`src/rtl/fact_pkg.sv`:
```
// Shared state encoding and default widths for the factorial engine.
package fact_pkg;
   localparam int DEF_WIDTH   = 32;
   localparam int DEF_N_WIDTH = 8;

   typedef enum logic [1:0] {
      IDLE = 2'd0,
      MUL  = 2'd1,
      DONE = 2'd2
   } state_t;
endpackage

```
`src/rtl/factorial_engine.sv`:
```
// Iterative n! engine, one multiply per cycle: done one cycle after the max(n,1)-th edge past accept.
// No backpressure; start is only honoured in IDLE, and result/overflow hold until the next accepted start.
module factorial_engine
   import fact_pkg::*;
#(
   parameter int WIDTH   = DEF_WIDTH,
   parameter int N_WIDTH = DEF_N_WIDTH
) (
   input  logic               clk,
   input  logic               rst,
   input  logic               start,
   input  logic [N_WIDTH-1:0] n_in,
   output logic               busy,
   output logic               done,
   output logic [WIDTH-1:0]   result,
   output logic               overflow
);

   state_t             state_q, state_d;
   logic [N_WIDTH-1:0] cnt_q, cnt_d;
   logic [WIDTH-1:0]   acc_q, acc_d;
   logic               ovf_q, ovf_d;
   logic [WIDTH-1:0]   result_q, result_d;
   logic               overflow_q, overflow_d;
   logic               busy_q, busy_d;
   logic               done_q, done_d;
   logic [2*WIDTH-1:0] prod;

   // Full-width product so any spill into the upper half is visible for the sticky flag.
   assign prod = {{WIDTH{1'b0}}, acc_q} * {{(2*WIDTH-N_WIDTH){1'b0}}, cnt_q};

   always_comb begin
      state_d    = state_q;
      cnt_d      = cnt_q;
      acc_d      = acc_q;
      ovf_d      = ovf_q;
      result_d   = result_q;
      overflow_d = overflow_q;
      case (state_q)
         IDLE: begin
            if (start) begin
               state_d    = MUL;
               cnt_d      = n_in;
               acc_d      = WIDTH'(1);
               ovf_d      = 1'b0;
               result_d   = '0;
               overflow_d = 1'b0;
            end
         end
         MUL: begin
            if (cnt_q > N_WIDTH'(1)) begin
               acc_d = prod[WIDTH-1:0];
               cnt_d = cnt_q - N_WIDTH'(1);
               if (|prod[2*WIDTH-1:WIDTH]) begin
                  ovf_d = 1'b1;
               end
            end else begin
               result_d   = acc_q;
               overflow_d = ovf_q;
               state_d    = DONE;
            end
         end
         DONE:    state_d = IDLE;
         default: state_d = IDLE;
      endcase
      busy_d = (state_d == MUL);
      done_d = (state_d == DONE);
   end

   always_ff @(posedge clk) begin
      if (rst) begin
         state_q    <= IDLE;
         cnt_q      <= '0;
         acc_q      <= '0;
         ovf_q      <= 1'b0;
         result_q   <= '0;
         overflow_q <= 1'b0;
         busy_q     <= 1'b0;
         done_q     <= 1'b0;
      end else begin
         state_q    <= state_d;
         cnt_q      <= cnt_d;
         acc_q      <= acc_d;
         ovf_q      <= ovf_d;
         result_q   <= result_d;
         overflow_q <= overflow_d;
         busy_q     <= busy_d;
         done_q     <= done_d;
      end
   end

   assign busy     = busy_q;
   assign done     = done_q;
   assign result   = result_q;
   assign overflow = overflow_q;

endmodule

```
`config.mk`:
```
export PLATFORM = sky130hd
export DESIGN_NAME = factorial_engine
export DESIGN_NICKNAME = d
export VERILOG_FILES = /design/src/rtl/fact_pkg.sv /design/src/rtl/factorial_engine.sv
export SDC_FILE = /design/constraint.sdc
export NUM_CORES = 1
export LEC_CHECK = 0
export BUFFER_PORTS_ARGS = -buffer_cell sky130_fd_sc_hd__buf_2
export CAP_MARGIN = 20
export CORE_ASPECT_RATIO = 1.2
export CORE_MARGIN = 4
export CORE_UTILIZATION = 25
export CTS_BUF_LIST = sky130_fd_sc_hd__clkbuf_16
export CTS_CLUSTER_DIAMETER = 40
export CTS_CLUSTER_SIZE = 20
export DETAILED_ROUTE_END_ITERATION = 16
export SKIP_CTS_REPAIR_TIMING = 1
export SYNTH_ARGS = -nofsm -noshare
export SYNTH_HDL_FRONTEND = slang
export SYNTH_SLANG_ARGS = --single-unit
```
`constraint.sdc`:
```
create_clock -name clk -period 10 [get_ports clk]
set_input_delay 2 -clock clk [delete_from_list [all_inputs] [get_ports clk]]
set_output_delay 2 -clock clk [all_outputs]
set_load 0.005 [all_outputs]
```
==> results.cfg, run 1 <==
[power_and_ir_drop]
power_density_nw_per_um2 = 75.8
ir_worst_vdd_v = 0.0000879
leakagePower_nw = 5.83

[die]
initial_utilization_pct = 25.3
rows = 84
die-area_um2 = 47900
die_h_um = 239
ios = 46
dieWidth_um = 200
core_area_um2 = 43900

[synth]
synth_nets = 1568
ys.flop_type = dfxtp_1
synth_cells = 1315
synth_compound_area_share_pct = 11.8
synth-edff-count = 0
synth_area_um2 = 11100
synthSimpleGateAreaFrac_pct = 23.7
synth_top_family_by_area = adder cells
async_reset_ff_share_pct = 0
synth-seq-area-share_pct = 14.1
synth_area_per_cell_um2 = 8.45
synth_fa_ha_area_share_pct = 39.4
synth_seq_cells = 78
synth.area.mux_share_pct = 0
yosysUniqueCellTypes = 59
synth_top_area_share_pct = 32.4
synth_area_leaders = fa_1 32%, dfxtp_1 14%, and2_1 12%, ha_1 7.0%, inv_1 5.8%
yosysTopAreaCell = fa_1
yosys_warnings = 0
synth_xor_area_share_pct = 2.44

[run]
max_cap_violations = 0

[worst_setup_path]
path_max_fanout = 20
required_ns = 10.27
critical_path.top_delay_family = adder cells
rrSetupSlack_ns = 3.98
critPathKind = flip-flop to flip-flop
cp_slowest_cell = dfxtp_1
cp-end-kind = flip-flop
slowest_delay_ns = 0.79
reg2regPathDepth = 17
reg2reg_to = acc_q[27]
cp-startpoint = cnt_q[7]
cpMostUsedCell = fa_1
r2r_start = cnt_q[7]
cp-start-kind = flip-flop
crit_chain = buf_4 -> and2_1 -> fa_1 -> fa_1 -> fa_1 -> inv_1 -> fa_1 -> inv_1 -> ha_1 -> a21oi_1 -> o21ai_0 -> a2111oi_0 -> a21oi_1 -> a311oi_1 -> xnor2_1 -> nand2_1 -> a21oi_1
crit_buf_inv = 3
arrival_ns = 6.29

[clock_tree]
cts_root_buffer = clkbuf_16
cts_tree = built
htree_levels = 3
cts_num_sinks = 78
numCtsBuffers = 9
clkLatencyLatePin_ns = 0.36
path_clk_slew_ns = 0.07
cts.path.max_buffers = 2

[timing]
tightest_slew_ns = 1.04
final-hold-violation-count = 0
fin_tns_setup_ns = 0
drv_slew = 0
max_freq_mhz = 166
fin_hold_ws_ns = 0.451
layout_setup_ws_ns = 3.98
slew_headroom_pct = 30.2
min_period_ns = 6.02
setup_viol = 0
fin_skew_ns = 0.0165
finalCritPeriodShare_pct = 60.2
rsz0062_at_grt = no

[worst_hold_path]
holdPathStages = 2
worstHoldEndpoint = result[28]
hp-class = flip-flop to flip-flop
hp-start = result[28]

[final_layout]
fillers = 4741
register_area_um2 = 1560
drive_gt1_share_pct = 6.49
final_cell_area_um2 = 12200
final_nets = 1557
multi_input_area_um2 = 8640
final_util_pct = 27.7
diodes = 0
area_growth_pct = 9.42

[route]
via_count = 8993
wl_met3_mm = 1.00
drtPass1Iterations = 7
drc = 0
wirelength_mm = 30.7
postRouteAntennaNets = 0
wl_met2_mm = 16.3
avgViaCountPerCell = 4.81
drtIter0Drc = 480
wl_met1_mm = 12.0
post_drt_wl_per_cell_um = 16.4
top_layer_used = met4

[place]
dp_hpwl_mm = 23.2
gp_congestion = 0.856
portBuffers = 45
dpl_worst_slack_ns = 4.01
placed_area_um2 = 11800

[global_route]
gr-usage-all-layers_pct = 12.6
grt_pass1_wl_mm = 49.4
grt_max_degree = 81
grt_pass1_vias = 9515
antenna_found_initial = 0
grt_remaining_overflow = 0

[outcome]
outcome = finished clean
## cell usage in the layout, fill, tap and decap left out, types with 16 or more instances in the layout
master     n
nand2_1  135
a21oi_1   99
o21ai_0   28
and2_1   220
ha_1      62
a21o_1    19
fa_1     180
buf_2     45
xnor2_1   16
nand3_1   70
dfxtp_1   78
nor2_1    37
inv_1    171
## per-layer routing
layer / track usage (%) / vias up
li1: - / 4163
met1: 14.2 / 4531
met2: 23.8 / 220
met5: 0 / -
met3: 1.41 / 79
met4: 5.90 / 0
## power breakdown
| group | switching (mW) | leakage [nW] | internal (mW) |
|---|---|---|---|
| combinational | 0.168 | 5.06 | 0.0472 |
| clock | 0.162 | 0.144 | 0.197 |
| sequential | 0.0272 | 0.631 | 0.320 |
| total | 0.357 | 5.83 | 0.565 |
## worst max-delay path by stage
stage / endpoint / slack (ns) / depth (start not counted)
2_1_floorplan: ovf_q / 4.66 / 20
3_3_place_gp: ovf_q / 4.03 / 19
3_5_place_dp: ovf_q / 4.01 / 19
4_1_cts: ovf_q / 4.00 / 19
5_1_grt: ovf_q / 3.69 / 16
6_report: acc_q[27] / 3.98 / 17
## cell type report
type | count | share of cell area (%)
tap | 559 | 5.75
clock buffer | 9 | 1.85
inverter | 171 | 5.28
sequential | 78 | 12.8
clock inverter | 7 | 0.679
multi-input combinational | 988 | 71.1
timing repair buffer | 56 | 2.53
## per-stage QoR
stage / instances / power [mW]
2_1_floorplan: 1315 / 0.480
3_3_place_gp: 1852 / 0.565
3_5_place_dp: 1852 / 0.567
4_1_cts: 1868 / 0.924
5_1_grt: 1868 / 0.956
6_report: 1868 / 0.922
## kinds of logic (layout without fill, tap and decap cells)
group | Yosys count | after routing
xor+xnor | 31 | 31
simple gates | 505 | 505
buf+inv | 249 | 243
flops | 78 | 78
fa+ha+maj | 242 | 242
compound gates | 210 | 210
## sequential cells by signal, summed over array words and instances (netlist names)
| name | cells |
|---|---|
| acc_q | 32 |
| cnt_q | 8 |
| busy | 1 |
| ovf_q | 1 |
| result | 32 |
| overflow | 1 |
| done | 1 |
| state_q | 2 |
## synthesized netlist by cell type (9+ instances only)
library cell / instances
and2_1: 220
fa_1: 180
inv_1: 171
nand2_1: 136
a21oi_1: 100
dfxtp_1: 78
nand3_1: 70
clkbuf_1: 68
ha_1: 62
nor2_1: 37
o21ai_0: 28
a21o_1: 19
xnor2_1: 16
xor2_1: 15
nor3_1: 12
a31oi_1: 11
and3_1: 9
## tightest hold or removal path: cells and delay by family (launching register included)
kind            cells  cell delay, ns
flops               1            0.31
simple gates        1            0.05
compound gates      1            0.05
No activity file was read; power rests on OpenSTA's default activity.
==> run 2: changes to the inputs <==
- clock period: 10 -> 5.3 ns (I/O delays scaled with it)
==> run 2 against run 1 <==
Compared with the run above:
- power up 100%
- combinational power rose to 2.7 times the previous value
- hold slack worse by 0.0019 ns
- core utilization up 4.0 points
- count of clock-buffer cells in the layout unchanged
- sequential power up 85%
- sequential share of layout area down 1.4 points
- worst setup slack worse by 3.8 ns
- clock power up 80%
- critical endpoint is now ovf_q
- largest power group unchanged
- highest routed layer unchanged
==> results.cfg, run 2 (synthesis gave the netlist of run 1 again) <==
[route]
post_drt_wl_per_cell_um = 16.1
drtPass1Iterations = 5
drtIter0Drc = 557
via_count = 9561
drc = 0
postRouteAntennaNets = 0
avgViaCountPerCell = 4.73
wirelength_mm = 32.5

[power_and_ir_drop]
switching_share_pct = 38.5
leakagePower_nw = 6.70
ir_worst_vdd_v = 0.000134
seq_power_share_pct = 34.2
power_mw = 1.87
clockPowerShare_pct = 34.5
pwr-share-comb_pct = 31.4
power.switching_mw = 0.723
p_int_mw = 1.15
power_density_nw_per_um2 = 135

[die]
rows = 84
dieWidth_um = 200
ios = 46
die-area_um2 = 47900
die_h_um = 239
core_area_um2 = 43900
initial_utilization_pct = 25.3

[timing]
fin_skew_ns = 0.0197
min_period_ns = 5.15
drv_slew = 0
finalCritPeriodShare_pct = 97.1
fin_tns_setup_ns = 0
setup_viol = 0
max_freq_mhz = 194
tightest_slew_ns = 1.01
slew_headroom_pct = 32.5
rsz0062_at_grt = yes
final-hold-violation-count = 0
layout_setup_ws_ns = 0.153

[worst_setup_path]
cp-start-kind = flip-flop
rrSetupSlack_ns = 0.15
path_max_fanout = 6
crit_path_end = ovf_q
crit_chain = buf_12 -> buf_8 -> and2_4 -> fa_2 -> fa_2 -> fa_1 -> inv_1 -> fa_1 -> inv_2 -> ha_4 -> nand2_2 -> or3_4 -> or4_4 -> o32ai_4 -> buf_4 -> o21ai_2 -> a211oi_2 -> o2111ai_1 -> o31a_1
critPathKind = flip-flop to flip-flop
required_ns = 5.55
cp_slowest_cell = fa_2
reg2regPathDepth = 19
r2r_start = cnt_q[7]
cp-startpoint = cnt_q[7]
reg2reg_to = ovf_q
cp-end-kind = flip-flop
slowest_delay_ns = 0.59
arrival_ns = 5.40

[outcome]
outcome = finished clean

[place]
dp_hpwl_mm = 25.2
dp_cells = 1989
placed_area_um2 = 12900
dpl_worst_slack_ns = -0.189
portBuffers = 45
gp_congestion = 0.873

[final_layout]
mostFrequentLayoutCells = 214 x and2_1, 172 x fa_1, 165 x inv_1
area_growth_pct = 25.4
diodes = 0
final_cells = 2021
final_nets = 1710
final_cell_area_um2 = 13900
drive_gt1_share_pct = 22.0
final_common_cell = and2_1
fillers = 4594

[clock_tree]
numCtsBuffers = 9
cts_root_buffer = clkbuf_16
cts_tree = built
htree_levels = 3
cts.path.max_buffers = 2
path_clk_slew_ns = 0.08
cts_num_sinks = 78
clkLatencyLatePin_ns = 0.36

[global_route]
grt_pass1_wl_mm = 51.8
grt_pass1_vias = 10100
antenna_found_initial = 0
gr-usage-all-layers_pct = 13.1
grt_max_degree = 45
grt_remaining_overflow = 0

[run]
max_cap_violations = 0

[worst_hold_path]
hp-class = flip-flop to flip-flop
==> run 2: metal layers <==
| metal | vias to the layer above | routed length, um | GRT usage, % |
|---|---|---|---|
| li1 | 4474 | - | - |
| met1 | 4847 | 13100 | 15.3 |
| met2 | 193 | 17700 | 25.2 |
| met3 | 47 | 980 | 1.47 |
| met4 | 0 | 808 | 4.13 |
| met5 | - | 0 | 0 |
==> run 2: how the worst min path moves through the flow <==
stage	cells after the start	slack, ns	startpoint	endpoint
floorplan	2	0.45	overflow	overflow
detailed placement	2	0.44	result[16]	result[16]
finish	2	0.45	result[16]	result[16]
CTS	2	0.45	result[16]	result[16]
global placement	2	0.44	result[25]	result[25]
global route	2	0.46	result[17]	result[17]
==> run 2: power by group through the flow <==
stage                     clock (mW)  combinational [mW]  sequential (mW)
after floorplan                    0               0.278            0.628
after global placement             0               0.479            0.647
after detailed placement           0               0.485            0.648
after CTS                      0.660               0.487            0.635
after global routing           0.674               0.634            0.644
final                          0.646               0.588            0.641
==> run 2: area by class of cell <==
class                   instances  area, um^2  area share, %
clock inverters                 7        62.6          0.449
clock buffers                   9         225           1.62
inverters                     171         642           4.61
multi-input cells             988        9030           64.8
well taps                     559         699           5.02
flip-flops and latches         78        1600           11.5
repair buffers                209        1670           12.0
==> run 2: worst max-delay path: cells and delay by family, from the launching register on <==
kind                     cells  cell delay (ns)
AND/OR/NAND/NOR              4             0.98
buffers and inverters        5             0.53
adder cells (fa/ha/maj)      5             2.34
AO/OA/AOI/OAI                5             0.82
flip-flops                   1             0.36
==> run 2: metrics by stage <==
step	util (%)	hold WS, ns
global route	31.7	0.460
global placement	29.5	0.437
detailed placement	29.5	0.442
CTS	30.1	0.451
floorplan	-	0.448
finish	31.7	0.449
